==> src/rtl/bin2bcd_seq_pkg.sv <==
// Shared constants and FSM state type for the sequential binary-to-BCD converter.
package bin2bcd_seq_pkg;

    // Width of one BCD digit.
    localparam int unsigned BcdW = 4;

    // A digit at or above this value gets +3 before the next shift.
    localparam logic [BcdW-1:0] AddThresh = 4'd5;
    localparam logic [BcdW-1:0] AddVal    = 4'd3;

    // Digit value forced into every position when the result saturates.
    localparam logic [BcdW-1:0] BcdNine   = 4'd9;

    typedef enum logic {
        StIdle = 1'b0,
        StConv = 1'b1
    } state_e;

endpackage

==> src/rtl/bin2bcd_digit_adj.sv <==
// Combinational shift-and-add-3 correction for a single BCD digit.
module bin2bcd_digit_adj
    import bin2bcd_seq_pkg::*;
(
    input  logic [BcdW-1:0] digit_i,
    output logic [BcdW-1:0] digit_o
);

    // Digits >= 5 would become >= 10 after the shift, so pre-correct them by +3.
    always_comb begin
        digit_o = digit_i;
        if (digit_i >= AddThresh) begin
            digit_o = digit_i + AddVal;
        end
    end

endmodule

==> src/rtl/bin2bcd_seq.sv <==
// Iterative binary-to-BCD converter, one shift per clock, start/busy/done handshake.
// Optional leading-zero mask: define BIN2BCD_LZ_BLANK_EN.
module bin2bcd_seq
    import bin2bcd_seq_pkg::*;
#(
    parameter int unsigned IN_WIDTH = 8,
    parameter int unsigned DIGITS   = 3
) (
    input  logic                   clk,
    input  logic                   rst,
    input  logic                   start,
    input  logic [IN_WIDTH-1:0]    bin_in,
    output logic                   busy,
    output logic                   done,
    output logic [BcdW*DIGITS-1:0] bcd_out,
    output logic                   overflow,
    output logic [DIGITS-1:0]      blank_mask
);

    localparam int unsigned SW   = BcdW * DIGITS;
    localparam int unsigned CntW = $clog2(IN_WIDTH + 1);

    state_e              state_q, state_d;
    logic [IN_WIDTH-1:0] shift_q, shift_d;
    logic [SW-1:0]       scratch_q, scratch_d;
    logic                carry_q, carry_d;
    logic [CntW-1:0]     count_q, count_d;
    logic                done_q, done_d;
    logic [SW-1:0]       bcd_q, bcd_d;
    logic                ovf_q, ovf_d;

    logic [SW-1:0]          adj;
    logic [SW+IN_WIDTH:0]   shifted;

    for (genvar g = 0; g < DIGITS; g++) begin : g_adj
        bin2bcd_digit_adj u_adj (
            .digit_i (scratch_q[g*BcdW +: BcdW]),
            .digit_o (adj[g*BcdW +: BcdW])
        );
    end

    // Top bit is the digit-overflow bit that feeds the sticky carry.
    assign shifted = {adj, shift_q, 1'b0};

    // Next-state: load on accepted start, shift while converting, register results on exit.
    always_comb begin
        state_d   = state_q;
        shift_d   = shift_q;
        scratch_d = scratch_q;
        carry_d   = carry_q;
        count_d   = count_q;
        done_d    = 1'b0;
        bcd_d     = bcd_q;
        ovf_d     = ovf_q;
        unique case (state_q)
            StIdle: begin
                if (start) begin
                    shift_d   = bin_in;
                    scratch_d = '0;
                    carry_d   = 1'b0;
                    count_d   = CntW'(IN_WIDTH);
                    state_d   = StConv;
                end
            end
            StConv: begin
                shift_d   = shifted[IN_WIDTH-1:0];
                scratch_d = shifted[SW+IN_WIDTH-1 -: SW];
                carry_d   = carry_q | shifted[SW+IN_WIDTH];
                count_d   = count_q - CntW'(1);
                if (count_q == CntW'(1)) begin
                    state_d = StIdle;
                    done_d  = 1'b1;
                    ovf_d   = carry_d;
                    bcd_d   = carry_d ? {DIGITS{BcdNine}} : scratch_d;
                end
            end
            default: state_d = StIdle;
        endcase
    end

    // State and datapath registers with synchronous reset.
    always_ff @(posedge clk) begin
        if (rst) begin
            state_q   <= StIdle;
            shift_q   <= '0;
            scratch_q <= '0;
            carry_q   <= 1'b0;
            count_q   <= '0;
            done_q    <= 1'b0;
            bcd_q     <= '0;
            ovf_q     <= 1'b0;
        end else begin
            state_q   <= state_d;
            shift_q   <= shift_d;
            scratch_q <= scratch_d;
            carry_q   <= carry_d;
            count_q   <= count_d;
            done_q    <= done_d;
            bcd_q     <= bcd_d;
            ovf_q     <= ovf_d;
        end
    end

`ifdef BIN2BCD_LZ_BLANK_EN
    logic [DIGITS-1:0] mask_q, mask_d, mask_new;
    logic              zero_run;

    // Bit i set when digit i and every higher digit are zero; digit 0 always shown.
    always_comb begin
        zero_run = 1'b1;
        mask_new = '0;
        for (int unsigned i = 0; i < DIGITS; i++) begin
            zero_run = zero_run & (scratch_d[(DIGITS-1-i)*BcdW +: BcdW] == '0);
            mask_new[DIGITS-1-i] = zero_run;
        end
        mask_new[0] = 1'b0;
        mask_d = mask_q;
        if (done_d) begin
            mask_d = ovf_d ? '0 : mask_new;
        end
    end

    // Mask register, updated together with bcd_out.
    always_ff @(posedge clk) begin
        if (rst) begin
            mask_q <= '0;
        end else begin
            mask_q <= mask_d;
        end
    end

    assign blank_mask = mask_q;
`else
    assign blank_mask = '0;
`endif

    assign busy     = (state_q == StConv);
    assign done     = done_q;
    assign bcd_out  = bcd_q;
    assign overflow = ovf_q;

endmodule

==> config.mk <==
export PLATFORM = sky130hd
export DESIGN_NAME = bin2bcd_seq
export DESIGN_NICKNAME = d
export VERILOG_FILES = /design/src/rtl/bin2bcd_seq_pkg.sv /design/src/rtl/bin2bcd_digit_adj.sv /design/src/rtl/bin2bcd_seq.sv
export SDC_FILE = /design/constraint.sdc
export NUM_CORES = 1
export LEC_CHECK = 0
export BUFFER_PORTS_ARGS = -buffer_cell sky130_fd_sc_hd__buf_4
export CAP_MARGIN = 40
export CELL_PAD_IN_SITES_DETAIL_PLACEMENT = 1
export CELL_PAD_IN_SITES_GLOBAL_PLACEMENT = 2
export CORE_ASPECT_RATIO = 1.25
export CORE_MARGIN = 8
export CORE_UTILIZATION = 30
export DETAILED_ROUTE_END_ITERATION = 8
export GPL_TIMING_DRIVEN = 0
export PLACE_DENSITY = 0.79
export SYNTH_ARGS = -nofsm -noshare
export SYNTH_HDL_FRONTEND = slang
export SYNTH_HIERARCHICAL = 1
export SYNTH_SLANG_ARGS = --single-unit
==> constraint.sdc <==
create_clock -name clk -period 2.5 [get_ports clk]
set_input_delay 0.125 -clock clk [delete_from_list [all_inputs] [get_ports clk]]
set_output_delay 0.125 -clock clk [all_outputs]
set_load 0.02 [all_outputs]
# Word level (Yosys, flattened, before mapping)
# Index checks and enable logic that the tools add are counted.
[classes]
reduce_logical = 2
n_eq_ne = 2
n_lt_le_gt_ge = 3
bitwise = 2
add_sub_neg = 4
n_mux = 16
[op_table]
columns = ["op", "n"]
rows = [
  ["2-to-1 mux 12 bit", 2],
  ["case mux 12 bit (2 select lines)", 1],
  ["2-to-1 mux 4 bit", 4],
  ["case mux 8 bit (2 select lines)", 1],
  ["adder 4 x 2 -> 4 bit, second input constant", 3],
  [">= comparator 4 x 3 -> 1 bit, second input constant", 3],
  ["2-to-1 mux 8 bit", 1],
  ["case mux 4 bit (2 select lines)", 1],
  ["== test 4 x 1 -> 1 bit, second input constant", 1],
  ["2-to-1 mux 1 bit", 4],
  ["case mux 1 bit (2 select lines)", 2],
  ["subtractor 4 x 1 -> 4 bit, second input constant", 1],
  ["!= test 2 bit, second input constant", 1],
  ["AND reduction 2 bit", 1],
  ["OR reduction 2 bit", 1],
  ["NOT 1 bit", 1],
  ["OR 1 bit", 1],
]
[totals]
in_bits = 11
output_inout_bits = 18
regBits = 40

# Logic depth before layout (Yosys ltp)
[depth]
word_depth = 4
depth_mapped = 9
ltp_nobuf = 8

# By module
# The synthesis kept the hierarchy.
[modules_own_cells]
columns = ["mod", "cells_per_inst", "seq_area_each_um2", "instances", "area_each_um2"]
rows = [
  ["bin2bcd_seq", 185, 800.8, 1, 1664.1],
  ["bin2bcd_digit_adj", 16, 0.0, 3, 101.3],
]

# Worst setup path before layout
# OpenSTA, ideal clock, no wires.
[synth_timing]
path_type = "register -> register"
start = "register scratch_q[9]"
end = "register bcd_q[11] (netlist: bcd_out[11])"
arrival_time_ns = 1.417
path_slack_ns = 0.951
required_time_ns = 2.368
stages_incl_launch_ff = 10
period_less_slack_ns = 1.549
path_buffers = 1
setup_time_ns = 0.132
cell_sequence = "dfxtp_1 > inv_1 > ha_1 > nand2b_1 > nand2b_1 > o21ai_1 > or2_2 > clkbuf_1 > nor3_1 > nor3_1"
[synth_between]
elab_chain_len = 4
word_cells_on_any_way = 5
[synth_rtl]
columns = ["item", "line", "source"]
rows = [
  ["start, declared", "bin2bcd_seq.sv:25", "logic [SW-1:0] scratch_q, scratch_d;"],
  ["start signal, assigned", "bin2bcd_seq.sv:95", "scratch_q <= scratch_d;"],
  ["adder 4 x 2 -> 4 bit or >= comparator 4 x 3 -> 1 bit (tied branches)", "bin2bcd_digit_adj.sv:13, bin2bcd_digit_adj.sv:12", ""],
  ["2-to-1 mux 4 bit *", "bin2bcd_digit_adj.sv:12", "if (digit_i >= AddThresh) begin"],
  ["via adj[11]", "bin2bcd_seq.sv:32", "logic [SW-1:0] adj;"],
  ["OR 1 bit *", "bin2bcd_seq.sv:68", "carry_d = carry_q | shifted[SW+IN_WIDTH];"],
  ["2-to-1 mux 12 bit *", "bin2bcd_seq.sv:74", "bcd_d = carry_d ? {DIGITS{BcdNine}} : scratch_d;"],
  ["end signal, assigned", "bin2bcd_seq.sv:90", "bcd_q <= '0;"],
  ["end signal, assigned", "bin2bcd_seq.sv:99", "bcd_q <= bcd_d;"],
  ["end, declared", "bin2bcd_seq.sv:29", "logic [SW-1:0] bcd_q, bcd_d;"],
]
# Mark *: on every way through the listed nets, which the timed path passes. The rest lies on a longest branch.
# A chain may end at the register's enable or synchronous reset.

# Final worst setup path
[layout_timing]
start = "register scratch_q[8]"
end = "register bcd_q[11] (netlist: bcd_out[11])"
# Same word-level chain as after synthesis.

==> results_dict.tcl <==
set metrics [dict create \
    status "completed" \
    hp-class "in2reg" \
    netlist_top_cells_area "dfxtp_1 (41%), nor2_1 (6.5%), mux2i_1 (6.1%), a21oi_1 (5.3%), ha_1 (5.1%)" \
    numCtsBuffers 5 \
    wl_met3_um 187 \
    final_common_cell "dfxtp_1" \
    clock.fmax_mhz 547.8 \
    ys_warn_count 6 \
    fin_nets 284 \
    wl_met2_mm 2.638 \
    cp-start-kind "flip-flop" \
    combPwrFrac 0.106 \
    cp.required_ps 2720 \
    m1WireLength_mm 2.249 \
    power.density_nw_per_um2 587.6 \
    power.internal_uw 1075 \
    grt_usage 0.1196 \
    design.portCount 29 \
    finalCritPeriodShare 0.7302 \
    min_period_ps 1825 \
    path_class "reg2reg" \
    fp.dieH_um 106.6 \
    top_layer_used "met4" \
    htreeDepth 2 \
    clk_pin_slew_ps 80 \
    die_area_um2 9424 \
    clock-root-buffer "clkbuf_8" \
    preCtsSetupSlack_ps 677.6 \
    ir_drop_mv 0.2406 \
    worst_slew_pin_slew_ps 580.2 \
    clock_path_buffers 2 \
    grt_setup_unrepaired "no" \
    p_leak_uw 0.0009597 \
    antennaDiodeCount 0 \
    post_cts_resized 0 \
    clock_sinks 40 \
    slew_headroom 0.6132 \
    path_max_fanout 6 \
    tns_ps 0 \
    grt-ovfl-total 0 \
    antenna_left 0 \
    worstSetupEndpointType "flip-flop" \
    drt_pass1_iterations 4 \
    synth_largest_area_cell "dfxtp_1" \
    place_congestion 0.7062 \
    viasPerCell 4.671 \
    synth-seq-cells 40 \
    layout_common_cells "dfxtp_1 (40), nor2_1 (34), buf_4 (28), a21oi_1 (21), nand2_1 (19)" \
    drc 0 \
    clock_power_share 0.415 \
    io_buffers 23 \
    start_util 0.3056 \
    rrSetupSlack_ps 670 \
    setup_slack_ps 674.6 \
    slew_viol_final 0 \
    rows 33 \
    syn_area_um2 1968 \
    drv_cap 0 \
    postCtsSetupRepairBufs 0 \
    clkLatencyLatePin_ps 290 \
    antenna_found_initial 0 \
    first_iter_violations 50 \
    via_count 1649 \
    synth_top_area_frac 0.4069 \
    grt_max_degree 13 \
    grt_pass1_wl_mm 8.832 \
    synth_cell_type_count 32 \
    seq_power_share 0.479 \
    clock_skew_ps 6.581 \
    crit_arrival_ps 2050 \
    routed_wl_mm 5.136 \
    yosysSeqAreaShare 0.4069 \
    setup_viol 0 \
    core_area_um2 6441 \
    switching_share 0.2326 \
    p_sw_uw 325.7 \
    synthCells 233 \
    syn_to_final_growth_pct 21.11 \
    final_layout_size_suffix_gt1_frac 0.2105 \
    synth.avg_cell_area_um2 8.447 \
    wl_per_cell_um 14.55 \
    cts_tree "done" \
    hold_viol_final 0 \
    dieWidth_um 88.45 \
    grt_pass1_vias 1873 \
    detailed_place_hpwl_mm 3.886 \
    holdBufCountCts 0 \
]
## routing by layer
| metal | global-route usage | vias up |
|---|---|---|
| met5 | 0 | - |
| met3 | 0.03318 | 7 |
| li1 | - | 838 |
| met1 | 0.1339 | 772 |
| met4 | 0.03758 | 0 |
| met2 | 0.2103 | 32 |
## state kept, by name, summed over array words and instances, names as in the netlist
| register | count |
|---|---|
| overflow | 1 |
| count_q | 4 |
| bcd_out | 12 |
| shift_q | 8 |
| done | 1 |
| scratch_q | 12 |
| busy | 1 |
| carry_q | 1 |
## layout make-up
class / instances / area, um2
fillers: 822 / 4058
multi-input cells: 168 / 1032
flip-flops and latches: 40 / 800.8
repair buffers: 23 / 172.7
plain buffers: 18 / 108.9
well taps: 87 / 108.9
clock buffers: 7 / 96.34
inverters: 9 / 33.78
clock inverters: 1 / 30.03
## worst paths after layout
check	from	endpoint	cells past startpoint
max	scratch_q[8]$_SDFFE_PP0P_	bcd_out[11]$_SDFFE_PP0P_	9
min	bin_in[0]	shift_q[0]$_SDFFE_PP0P_	3
min reg2reg	bcd_out[9]$_SDFFE_PP0P_	bcd_out[9]$_SDFFE_PP0P_	2
max reg2reg	scratch_q[8]$_SDFFE_PP0P_	bcd_out[11]$_SDFFE_PP0P_	9
## power by group through the flow
stage	clock (uW)	combinational (uW)	sequential (uW)
2_1_floorplan	0	99.1	688
3_3_place_gp	0	147	685
5_1_grt	626	166	674
6_report	582	148	671
4_1_cts	603	151	671
3_5_place_dp	0	150	686
## critical path, cell delays in order (launching register included)
cell	delay, ps
dfxtp_1	420
inv_1	70
ha_1	230
nand2b_1	130
nand2b_1	70
o21ai_1	220
or2_2	160
clkbuf_1	250
nor3_1	100
nor3_1	130
## metrics by stage
stage,hold slack [ps],area (um2),power [uW],util,std cells
after global placement,434.7,2257,832.6,0.3504,345
after global routing,152.3,2384,1466,0.3700,353
after CTS,142.6,2384,1425,0.3700,353
final,139.4,2384,1401,0.3700,353
after detailed placement,440.1,2257,836.6,0.3504,345
after floorplan,320.3,1976,787.1,-,235
## kinds of logic after synthesis
kind of cell / share of synthesized area
other: 0.001905
flip-flops: 0.4069
buffers and inverters: 0.07247
adder cells (fa/ha/maj): 0.05086
AO/OA/AOI/OAI: 0.1036
AND/OR/NAND/NOR: 0.2498
multiplexers: 0.1011
XOR/XNOR: 0.01335
## synthesized netlist by cell type
library cell,n
dfxtp_1,40
nor2_1,34
a21oi_1,21
nand2_1,19
nor3_1,15
mux2i_1,12
nor3b_1,12
inv_1,9
ha_1,8
nand2b_1,7
mux2_2,6
nand3_1,6
buf_2,5
buf_4,5
clkbuf_1,5
o21ai_0,5
a21oi_2,3
o21ai_1,3
xnor2_1,3
buf_6,2
or2_2,2
a211oi_1,1
a311oi_1,1
and4bb_4,1
clkbuf_2,1
conb_1,1
mux2_1,1
nand3b_1,1
nand4bb_1,1
nor2b_1,1
o31a_1,1
o31ai_1,1
No activity file was read; power rests on OpenSTA's default activity.
